<file path="src/rtl/ula_pkg.sv">
// Shared types for the sequential ALU (ula_seq).
// Build option ULA_MUL_EN adds the iterative multiply op and MUL state.
package ula_pkg;

    typedef enum logic [4:0] {
        OP_ADD  = 5'b00000,
        OP_ADC  = 5'b00001,
        OP_INC  = 5'b00011,
        OP_SBB  = 5'b00100,
        OP_SUB  = 5'b00101,
        OP_DEC  = 5'b00110,
        OP_SHL1 = 5'b01000,
        OP_SAR1 = 5'b01001,
        OP_SHLB = 5'b01010,
        OP_SARB = 5'b01011,
        OP_SHRB = 5'b01100,
`ifdef ULA_MUL_EN
        OP_MUL  = 5'b01101,
`endif
        OP_ZERO = 5'b10000,
        OP_AND  = 5'b10001,
        OP_NAB  = 5'b10010,
        OP_B    = 5'b10011,
        OP_ANB  = 5'b10100,
        OP_A    = 5'b10101,
        OP_XOR  = 5'b10110,
        OP_OR   = 5'b10111,
        OP_NOR  = 5'b11000,
        OP_XNOR = 5'b11001,
        OP_NA   = 5'b11010,
        OP_NAOB = 5'b11011,
        OP_NB   = 5'b11100,
        OP_AONB = 5'b11101,
        OP_NAND = 5'b11110,
        OP_ONE  = 5'b11111
    } ula_op_t;

    typedef enum logic [1:0] {
        IDLE,
        SHIFT
`ifdef ULA_MUL_EN
        , MUL
`endif
    } state_t;

    typedef struct packed {
        logic z;
        logic c;
        logic n;
        logic o;
    } flags_t;

endpackage

</file>
<file path="src/rtl/ula_seq_comb.sv">
// Single-cycle ALU datapath: every op that completes in one cycle.
// Shift-by-B ops appear here only for the zero-amount case.
module ula_seq_comb
    import ula_pkg::*;
#(
    parameter int WIDTH = 16
) (
    input  ula_op_t          op,
    input  logic [WIDTH-1:0] a,
    input  logic [WIDTH-1:0] b,
    input  logic             cst,
    output logic [WIDTH-1:0] result,
    output flags_t           flags
);

    logic [WIDTH-1:0] x;
    logic [WIDTH-1:0] sum;
    logic             cin;
    logic             cout;
    logic             ovf;

    // Subtraction is A + ~B + cin, so C reads as "no borrow".
    always_comb begin
        x   = b;
        cin = 1'b0;
        case (op)
            OP_ADC: cin = cst;
            OP_INC: x = WIDTH'(1);
            OP_SBB: begin x = ~b; cin = cst; end
            OP_SUB: begin x = ~b; cin = 1'b1; end
            OP_DEC: begin x = ~WIDTH'(1); cin = 1'b1; end
            default: ;
        endcase
    end

    assign {cout, sum} = {1'b0, a} + {1'b0, x} + {{WIDTH{1'b0}}, cin};
    assign ovf = (a[WIDTH-1] == x[WIDTH-1]) && (sum[WIDTH-1] != a[WIDTH-1]);

    always_comb begin
        logic c;
        logic o;
        result = '0;
        c      = 1'b0;
        o      = 1'b0;
        case (op)
            OP_ADD, OP_ADC, OP_INC,
            OP_SBB, OP_SUB, OP_DEC: begin
                result = sum;
                c      = cout;
                o      = ovf;
            end
            OP_SHL1: begin
                result = {a[WIDTH-2:0], 1'b0};
                c      = a[WIDTH-1];
            end
            OP_SAR1: begin
                result = {a[WIDTH-1], a[WIDTH-1:1]};
                c      = a[0];
            end
            OP_SHLB, OP_SARB, OP_SHRB: result = a;
            OP_ZERO: result = '0;
            OP_AND:  result = a & b;
            OP_NAB:  result = ~a & b;
            OP_B:    result = b;
            OP_ANB:  result = a & ~b;
            OP_A:    result = a;
            OP_XOR:  result = a ^ b;
            OP_OR:   result = a | b;
            OP_NOR:  result = ~a & ~b;
            OP_XNOR: result = ~(a ^ b);
            OP_NA:   result = ~a;
            OP_NAOB: result = ~a | b;
            OP_NB:   result = ~b;
            OP_AONB: result = a | ~b;
            OP_NAND: result = ~a | ~b;
            OP_ONE:  result = WIDTH'(1);
            default: result = '0;
        endcase
        flags = '{(result == '0), c, result[WIDTH-1], o};
    end

endmodule

</file>
<file path="src/rtl/ula_seq.sv">
// Sequential ALU with valid/ready handshakes, stored carry and
// iterative shift-by-B; ULA_MUL_EN adds an iterative multiply.
module ula_seq
    import ula_pkg::*;
#(
    parameter int WIDTH = 16
) (
    input  logic             clock,
    input  logic             reset_n,
    input  logic             in_valid,
    output logic             in_ready,
    input  logic [4:0]       op,
    input  logic [WIDTH-1:0] a,
    input  logic [WIDTH-1:0] b,
    output logic             out_valid,
    input  logic             out_ready,
    output logic [WIDTH-1:0] result,
    output logic             flag_z,
    output logic             flag_c,
    output logic             flag_n,
    output logic             flag_o
);

    localparam int SHAMT_W = $clog2(WIDTH);
    localparam int CNT_W   = SHAMT_W + 1;

    state_t           state;
    logic [CNT_W-1:0] cnt;
    logic [WIDTH-1:0] work;
    ula_op_t          sop;
    logic             cst;
    flags_t           fl;

    ula_op_t          opc;
    logic [WIDTH-1:0] c_res;
    flags_t           c_fl;
    logic [WIDTH-1:0] sh_nxt;
    logic             sh_c;
    logic             ofree;
    logic             fire;
    logic             by_b;
    logic             last;

    assign opc = ula_op_t'(op);

    ula_seq_comb #(.WIDTH(WIDTH)) u_comb (
        .op     (opc),
        .a      (a),
        .b      (b),
        .cst    (cst),
        .result (c_res),
        .flags  (c_fl)
    );

    assign ofree    = !out_valid || out_ready;
    assign in_ready = (state == IDLE) && ofree;
    assign fire     = in_valid && in_ready;
    assign by_b     = opc inside {OP_SHLB, OP_SARB, OP_SHRB};
    assign last     = (cnt == CNT_W'(1));

    assign {flag_z, flag_c, flag_n, flag_o} = fl;

    always_comb begin
        sh_nxt = work >> 1;
        sh_c   = work[0];
        unique case (1'b1)
            sop == OP_SHLB: {sh_c, sh_nxt} = {work, 1'b0};
            sop == OP_SARB: sh_nxt = {work[WIDTH-1], work[WIDTH-1:1]};
            default: ;
        endcase
    end

`ifdef ULA_MUL_EN
    // Shift-add: high half accumulates, multiplier drains from the low half.
    logic [2*WIDTH-1:0] prod;
    logic [2*WIDTH-1:0] mul_nxt;
    logic [WIDTH:0]     psum;

    assign psum = {1'b0, prod[2*WIDTH-1:WIDTH]}
                + (prod[0] ? {1'b0, work} : '0);
    assign mul_nxt = {psum, prod[WIDTH-1:1]};
`endif

    always_ff @(posedge clock or negedge reset_n) begin
        if (!reset_n) begin
            state     <= IDLE;
            cnt       <= '0;
            work      <= '0;
            sop       <= OP_ADD;
            cst       <= 1'b0;
            fl        <= '0;
            result    <= '0;
            out_valid <= 1'b0;
`ifdef ULA_MUL_EN
            prod      <= '0;
`endif
        end else begin
            if (out_ready)
                out_valid <= 1'b0;
            case (state)
                IDLE: begin
                    if (fire) begin
                        if (by_b && b[SHAMT_W-1:0] != '0) begin
                            work  <= a;
                            sop   <= opc;
                            cnt   <= {1'b0, b[SHAMT_W-1:0]};
                            state <= SHIFT;
`ifdef ULA_MUL_EN
                        end else if (opc == OP_MUL) begin
                            work  <= a;
                            prod  <= {{WIDTH{1'b0}}, b};
                            cnt   <= CNT_W'(WIDTH);
                            state <= MUL;
`endif
                        end else begin
                            result    <= c_res;
                            fl        <= c_fl;
                            cst       <= c_fl.c;
                            out_valid <= 1'b1;
                        end
                    end
                end
                SHIFT: begin
                    // Final step waits for a free output; count stays at 1.
                    if (!last) begin
                        work <= sh_nxt;
                        cnt  <= cnt - CNT_W'(1);
                    end else if (ofree) begin
                        work      <= sh_nxt;
                        cnt       <= '0;
                        result    <= sh_nxt;
                        fl        <= '{(sh_nxt == '0), sh_c,
                                       sh_nxt[WIDTH-1], 1'b0};
                        cst       <= sh_c;
                        out_valid <= 1'b1;
                        state     <= IDLE;
                    end
                end
`ifdef ULA_MUL_EN
                MUL: begin
                    if (!last) begin
                        prod <= mul_nxt;
                        cnt  <= cnt - CNT_W'(1);
                    end else if (ofree) begin
                        prod      <= mul_nxt;
                        cnt       <= '0;
                        result    <= mul_nxt[WIDTH-1:0];
                        fl        <= '{(mul_nxt[WIDTH-1:0] == '0),
                                       |mul_nxt[2*WIDTH-1:WIDTH],
                                       mul_nxt[WIDTH-1], 1'b0};
                        cst       <= |mul_nxt[2*WIDTH-1:WIDTH];
                        out_valid <= 1'b1;
                        state     <= IDLE;
                    end
                end
`endif
                default: state <= IDLE;
            endcase
        end
    end

endmodule

</file>
<file path="config.mk">
export PLATFORM = sky130hd
export DESIGN_NAME = ula_seq
export DESIGN_NICKNAME = d
export VERILOG_FILES = /design/src/rtl/ula_pkg.sv /design/src/rtl/ula_seq_comb.sv /design/src/rtl/ula_seq.sv
export SDC_FILE = /design/constraint.sdc
export NUM_CORES = 1
export LEC_CHECK = 0
export CORE_MARGIN = 3
export CORE_UTILIZATION = 40
export CTS_CLUSTER_SIZE = 40
export DETAILED_ROUTE_END_ITERATION = 8
export PLACE_DENSITY = 0.65
export RECOVER_POWER = 25
export SETUP_SLACK_MARGIN = 0.15
export SYNTH_ARGS = -nofsm -noshare
export SYNTH_HDL_FRONTEND = slang
export SYNTH_SLANG_ARGS = --single-unit
</file>
<file path="constraint.sdc">
create_clock -name clock -period 5.1 [get_ports clock]
set_clock_uncertainty 0.1 [all_clocks]
set_input_delay 1.02 -clock clock [delete_from_list [all_inputs] [get_ports clock]]
set_output_delay 1.02 -clock clock [all_outputs]
set_load 0.005 [all_outputs]
</file>
-- After elaboration in Yosys (flattened, before gate mapping)
Index checks and enable logic that the tools add are counted.
- register bits after elaboration: 50
- input bits: 41
- output and inout bits: 22
- logic and storage cells: 127
- add/subtract/negate cells: 3
- eq/ne operators: 37
- multiplexer cells: 42
- bitwise logic cells: 12
- reduce and logical (&&, ||, !) cells: 22
- operator list (operator ; count):
    16-bit one-hot mux with 18 select lines ; 1
    16-bit two-way mux ; 7
    16-bit one-hot mux with 2 select lines ; 3
    5-bit equality test, second input constant ; 15
    16-bit AND ; 4
    16-bit OR ; 4
    16-bit inverter ; 3
    16-bit one-hot mux with 3 select lines ; 1
    5-bit by 4-bit equality test with 1-bit output, second input constant ; 7
    16-bit logical NOT ; 2
    5-bit two-way mux ; 4
    16-bit by 16-bit adder with 17-bit output ; 1
    17-bit by 1-bit adder with 17-bit output ; 1
    4-bit two-way mux ; 4
    16-bit bitwise XOR ; 1
    5-bit by 3-bit equality test with 1-bit output, second input constant ; 3
    1-bit two-way mux ; 11
    5-bit by 1-bit equality test with 1-bit output, second input constant ; 2
    5-bit one-hot mux with 2 select lines ; 1
    2-bit two-way mux ; 4
    2-bit inequality test, second input constant ; 4
    4-bit one-hot mux with 2 select lines ; 1
    4-bit AND reduction ; 2
    1-bit one-hot mux with 2 select lines ; 3
    other kinds (22) ; 27

-- Depth between registers and ports, before layout
- word-level depth: 11
- depth in mapped cells: 21
- gate-level depth less buffers: 15

-- Hierarchy
A second synthesis with hierarchy kept.
- cells, all modules: 867
- area total of the unflattened synthesis: 6683.9 µm²
- by module, submodules not included (module ; instances ; cells an instance ; area an instance (µm²) ; seq. area each (µm²)):
    ula_seq_comb ; 1 ; 595 ; 3824.9 ; 0.0
    ula_seq ; 1 ; 272 ; 2859.0 ; 1201.2

-- Worst setup path before layout
OpenSTA, ideal clock, no wires.
- kind: input -> register
- from: input op[0]
- to: register fl, in the netlist flag_z
- arrival time: 5047 ps
- required time: 4908 ps
- slack: -139 ps
- stages on the path: 20
- cells stage by stage: buf_2 buf_6 buf_2 buf_2 buf_2 nand2_1 nor2_1 a21o_1 a22o_1 fa_1 fa_1 a211oi_1 nor2_1 xor2_1 a211oi_1 o221ai_1 or4b_1 nor4_1 nand4_1 o31ai_2
- cells in the longest elaborated chain, start to end: 10
- elaborated cells on any way between the ends: 44
- those cells by class: add/sub: 2; eq/ne: 26; mux: 6; reduce/logical: 10
- ends and longest elaborated chain (item ; RTL line ; source):
    from (decl) ; ula_seq.sv:12 ; input logic [4:0] op,
    5-bit by 3-bit equality test with 1-bit output ; ula_seq_comb.sv:26, ula_seq_comb.sv:45 ;
    2-bit OR reduction (no line) ; -- ;
    16-bit one-hot mux with 3 select lines ; ula_seq_comb.sv:26 ; case (op)
    16-bit by 16-bit adder with 17-bit output ; ula_seq_comb.sv:36 ; assign {cout, sum} = {1'b0, a} + {1'b0, x} + {{WIDTH{1'b0}}, cin};
    17-bit by 1-bit adder with 17-bit output ; ula_seq_comb.sv:36 ;
    16-bit one-hot mux with 18 select lines ; ula_seq_comb.sv:45 ; case (op)
    16-bit logical NOT ; ula_seq_comb.sv:79 ; flags = '{(result == '0), c, result[WIDTH-1], o};
    4-bit two-way mux ; ula_seq.sv:103 ; if (by_b && b[SHAMT_W-1:0] != '0) begin
    4-bit two-way mux ; ula_seq.sv:102 ; if (fire) begin
    4-bit one-hot mux with 2 select lines ; ula_seq.sv:100 ; case (state)
    to (signal assigned) ; ula_seq.sv:117 ; fl <= c_fl;
    to (signal assigned) ; ula_seq.sv:132 ; fl <= '{(sh_nxt == '0), sh_c,
    to (decl) ; ula_seq.sv:32 ; flags_t fl;
Parallel ways exist; a longest one is shown, timed or not. The select of a mux whose other input is x is not followed.
A chain may end at the register's enable or synchronous reset.

-- Worst setup path after layout
Ends and elaborated chain as after synthesis.

==> results.yml <==
power:
  net-switching-power_mw: 1.07
  worst_ir_drop_vdd_uv: 249
  power.sequential.fraction_pct: 28.5
  pwr_density_cell_nw_per_um2: 325
  p_leak_nw: 3.00
  total_power_mw: 2.45
  power_switching_share_pct: 43.7
  power.internal_mw: 1.38
  p_comb_share_pct: 56.5
  clockPowerShare_pct: 15.0
die:
  die_height_um: 131
  fp-row-count: 44
  initial_core_util_pct: 41.8
  die_width_um: 131
  core_region_area_sq_um: 14900
  die-area_sq_um: 17100
  top_level_ports: 63
drt:
  drt_drc: 0
  routed_wirelength_mm: 27.0
  firstDrtPassIters: 6
  vias: 7685
  avgViaCountPerCell: 6.61
  drt_first_iter_violations: 1218
  route.antenna.remaining_nets: 0
  routed_wire_length_per_instance_um: 23.3
synth:
  synth-seq-area-share_pct: 18.9
  avgSynthCellArea_sq_um: 6.82
  post_synth_instance_area_sq_um: 6210
  yosys.area.top_type: "sky130_fd_sc_hd__dfrtp_1"
  synth_most_common_cell: "sky130_fd_sc_hd__nand2_1"
  synth_top_area_share_pct: 18.9
  synth.lib_cells_used.distinct: 77
  ys_dominant_reg_cell: "sky130_fd_sc_hd__dfrtp_1"
  synth_enable_flop_cells: 0
  ys_ff_latch: 47
  synthTopCellsByArea: "sky130_fd_sc_hd__dfrtp_1 (19%), sky130_fd_sc_hd__nand2_1 (7.6%), sky130_fd_sc_hd__o21ai_0 (7.2%), sky130_fd_sc_hd__a21oi_1 (5.1%), sky130_fd_sc_hd__nor2_1 (4.7%)"
  ys_top_cells_by_count: "sky130_fd_sc_hd__nand2_1 (126), sky130_fd_sc_hd__o21ai_0 (90), sky130_fd_sc_hd__nor2_1 (77)"
  synthArstFlopShare_pct: 100
  netlist_instances: 911
  yosysWarnings: 0
  synthesis.nets: 971
hold_path:
  hold_path_end: "sop[4]$_DFFE_PN0P_"
  hp-start: "sop[4]$_DFFE_PN0P_"
  hp-class: "register to register"
  whs_path_depth: 1
critical_path:
  critical_path_class: "primary input to register"
  worst-path-max-fanout: 3
  critPathArrivalTime_ns: 4.87
  required_ns: 5.20
  setup.reg_to_reg.worst_slack_ns: 1.40
  start_kind: "primary input"
  timing.rr.start: "cst$_DFFE_PN0P_"
  regToRegEndpoint: "flag_z$_DFFE_PN0P_"
  worstRegToRegCells: 13
  endpoint_kind: "register"
run_status:
  failed_checks: "max-capacitance violations, max-slew violations"
  result_of_the_run: "finished with violations"
run:
  cap_viol_max_count: 1
cts:
  cts_buffers: 5
  postCtsHoldBufs: 0
  clk_pin_slew_ns: 0.06
  insertion_delay_ns: 0.29
  tritoncts_clock_tree: "yes"
  cts.sink_count: 47
  cts.root.buffer_cell: "sky130_fd_sc_hd__clkbuf_16"
  cts.path.max_buffers: 2
  htreeDepth: 2
global_routing:
  antenna_found_initial: 1
  grt_max_degree: 48
  top_usage_layer: "met2"
  grt.met1_usage_pct: 43.7
  grt_overflow: 0
  grtUsageTotal_pct: 31.4
  grt_first_pass_wirelength_mm: 41.1
  grt.met2_usage_pct: 44.8
  groute.layer.met3.usage_pct: 7.85
  grt_pass1_vias: 6972
timing:
  rsz0062_at_grt: "yes"
  finalSetupViolations: 0
  final-hold-violation-count: 0
  maxSlewViolCount: 48
  tightestPinTransition_ns: 2.52
  final_period_minus_worst_setup_slack_ns: 4.76
  max_freq_mhz: 210
  fin_crit_sh_pct: 93.4
  worst_slew_slack_as_a_fraction_of_its_limit_pct: -68.3
finish:
  antenna-diode-count: 0
  finalNetCount: 1038
  postLayoutCoreUtil_pct: 50.7
  fillerInstances: 1472
  syn_to_final_growth_pct: 21.2
  drive_above_1_share_pct: 12.0
place:
  io_buffers: 62
  detailed_placer_s_ending_hpwl_mm: 20.4
  place_congestion: 1.05
layout make-up:
class	instances	area, sq um	area share [%]
Multi-Input combinational cell	754	4630	61.5
Tap cell	184	230	3.06
Timing Repair Buffer	144	1240	16.4
Clock buffer	6	129	1.71
Clock inverter	1	30.0	0.399
Sequential cell	47	1180	15.6
Inverter	26	97.6	1.30
power by group through the flow:
stage / sequential, mW / clock [mW] / combinational (mW)
finish: 0.698 / 0.368 / 1.38
detailed placement: 0.701 / 0 / 1.35
CTS: 0.696 / 0.371 / 1.36
floorplan: 0.668 / 0 / 0.842
global route: 0.719 / 0.391 / 1.53
global placement: 0.702 / 0 / 1.35
flip-flops by register name, indices dropped and copies added, names as in the netlist:
name       flops
out_valid      1
cnt            5
state          1
cst            1
work          16
flag_z         1
sop            5
flag_o         1
result        16
per-stage QoR:
step / TNS [ns] / area [sq um] / instances / setup slack [ns] / hold WS [ns]
6_report: 0 / 7530 / 1162 / 0.336 / 0.391
5_1_grt: 0 / 7530 / 1162 / 0.0941 / 0.387
4_1_cts: 0 / 7470 / 1160 / 0.183 / 0.382
3_5_place_dp: -0.105 / 7320 / 1153 / -0.105 / 0.367
3_3_place_gp: 0 / 7320 / 1153 / 0.0680 / 0.363
2_1_floorplan: 0 / 6240 / 911 / 0.161 / 0.335
placed cells by master, fill, tap and decap left out, drive strengths merged, types with 6 or more instances in the layout:
master	instances
ha	17
a2111oi	9
clkdlybuf4s50	58
nor4	8
buf	82
o22ai	14
a21oi	63
xnor2	11
a31oi	15
nor2b	14
a221oi	8
clkbuf	7
and2	8
o211ai	22
nand2	126
inv	25
nand3	38
nand2b	21
nand4	6
nor3	30
nor2	77
o21bai	8
nand3b	6
o221ai	6
a32oi	8
mux2i	14
o2111ai	7
a211oi	18
dfrtp	47
o21ai	91
a22oi	8
o32ai	9
worst max path at each step:
stage,startpoint,slack (ns),endpoint
finish,op[0],0.34,flag_z$_DFFE_PN0P_
CTS,op[1],0.18,flag_z$_DFFE_PN0P_
global placement,op[1],0.07,flag_z$_DFFE_PN0P_
global route,op[0],0.09,flag_z$_DFFE_PN0P_
detailed placement,op[1],-0.11,flag_z$_DFFE_PN0P_
floorplan,op[0],0.16,flag_z$_DFFE_PN0P_
per-layer routing:
metal	share of wire (%)	up-vias	routed length (um)
met4	5.0	2	1350
met1	41	3571	11100
met3	12	95	3120
met2	42	511	11400
li1	-	3506	-
met5	0.026	-	7
worst max-delay path: stages:
cell and delay, ns:
sky130_fd_sc_hd__clkdlybuf4s50_1 0.43, sky130_fd_sc_hd__nand2_2 0.09, sky130_fd_sc_hd__nor2_1 0.06, sky130_fd_sc_hd__a21o_1 0.16, sky130_fd_sc_hd__a22o_1 0.23, sky130_fd_sc_hd__fa_2 0.45, sky130_fd_sc_hd__fa_2 0.44, sky130_fd_sc_hd__a211oi_4 0.27
sky130_fd_sc_hd__nor2_1 0.08, sky130_fd_sc_hd__xor2_1 0.15, sky130_fd_sc_hd__a211oi_1 0.24, sky130_fd_sc_hd__o221ai_1 0.19, sky130_fd_sc_hd__or4b_1 0.56, sky130_fd_sc_hd__nor4_2 0.15, sky130_fd_sc_hd__nand4_1 0.15, sky130_fd_sc_hd__o31ai_2 0.19
timing repair:
action                                  CTS  global route
endpoints found under the setup margin    0             3
resized for setup                         0            11
setup buffers                             0             2
kinds of logic (layout without fill, tap and decap cells):
kind of cell | Yosys count | count (layout) | share of synthesized area [%]
simple gates | 366 | 366 | 28.4
compound gates | 333 | 333 | 35.5
buf+inv | 110 | 177 | 7.61
flops | 47 | 47 | 18.9
fa+ha+maj | 20 | 20 | 4.23
mux | 19 | 19 | 3.16
xor+xnor | 16 | 16 | 2.25
Note: power is estimated with default switching activity, not from simulation.
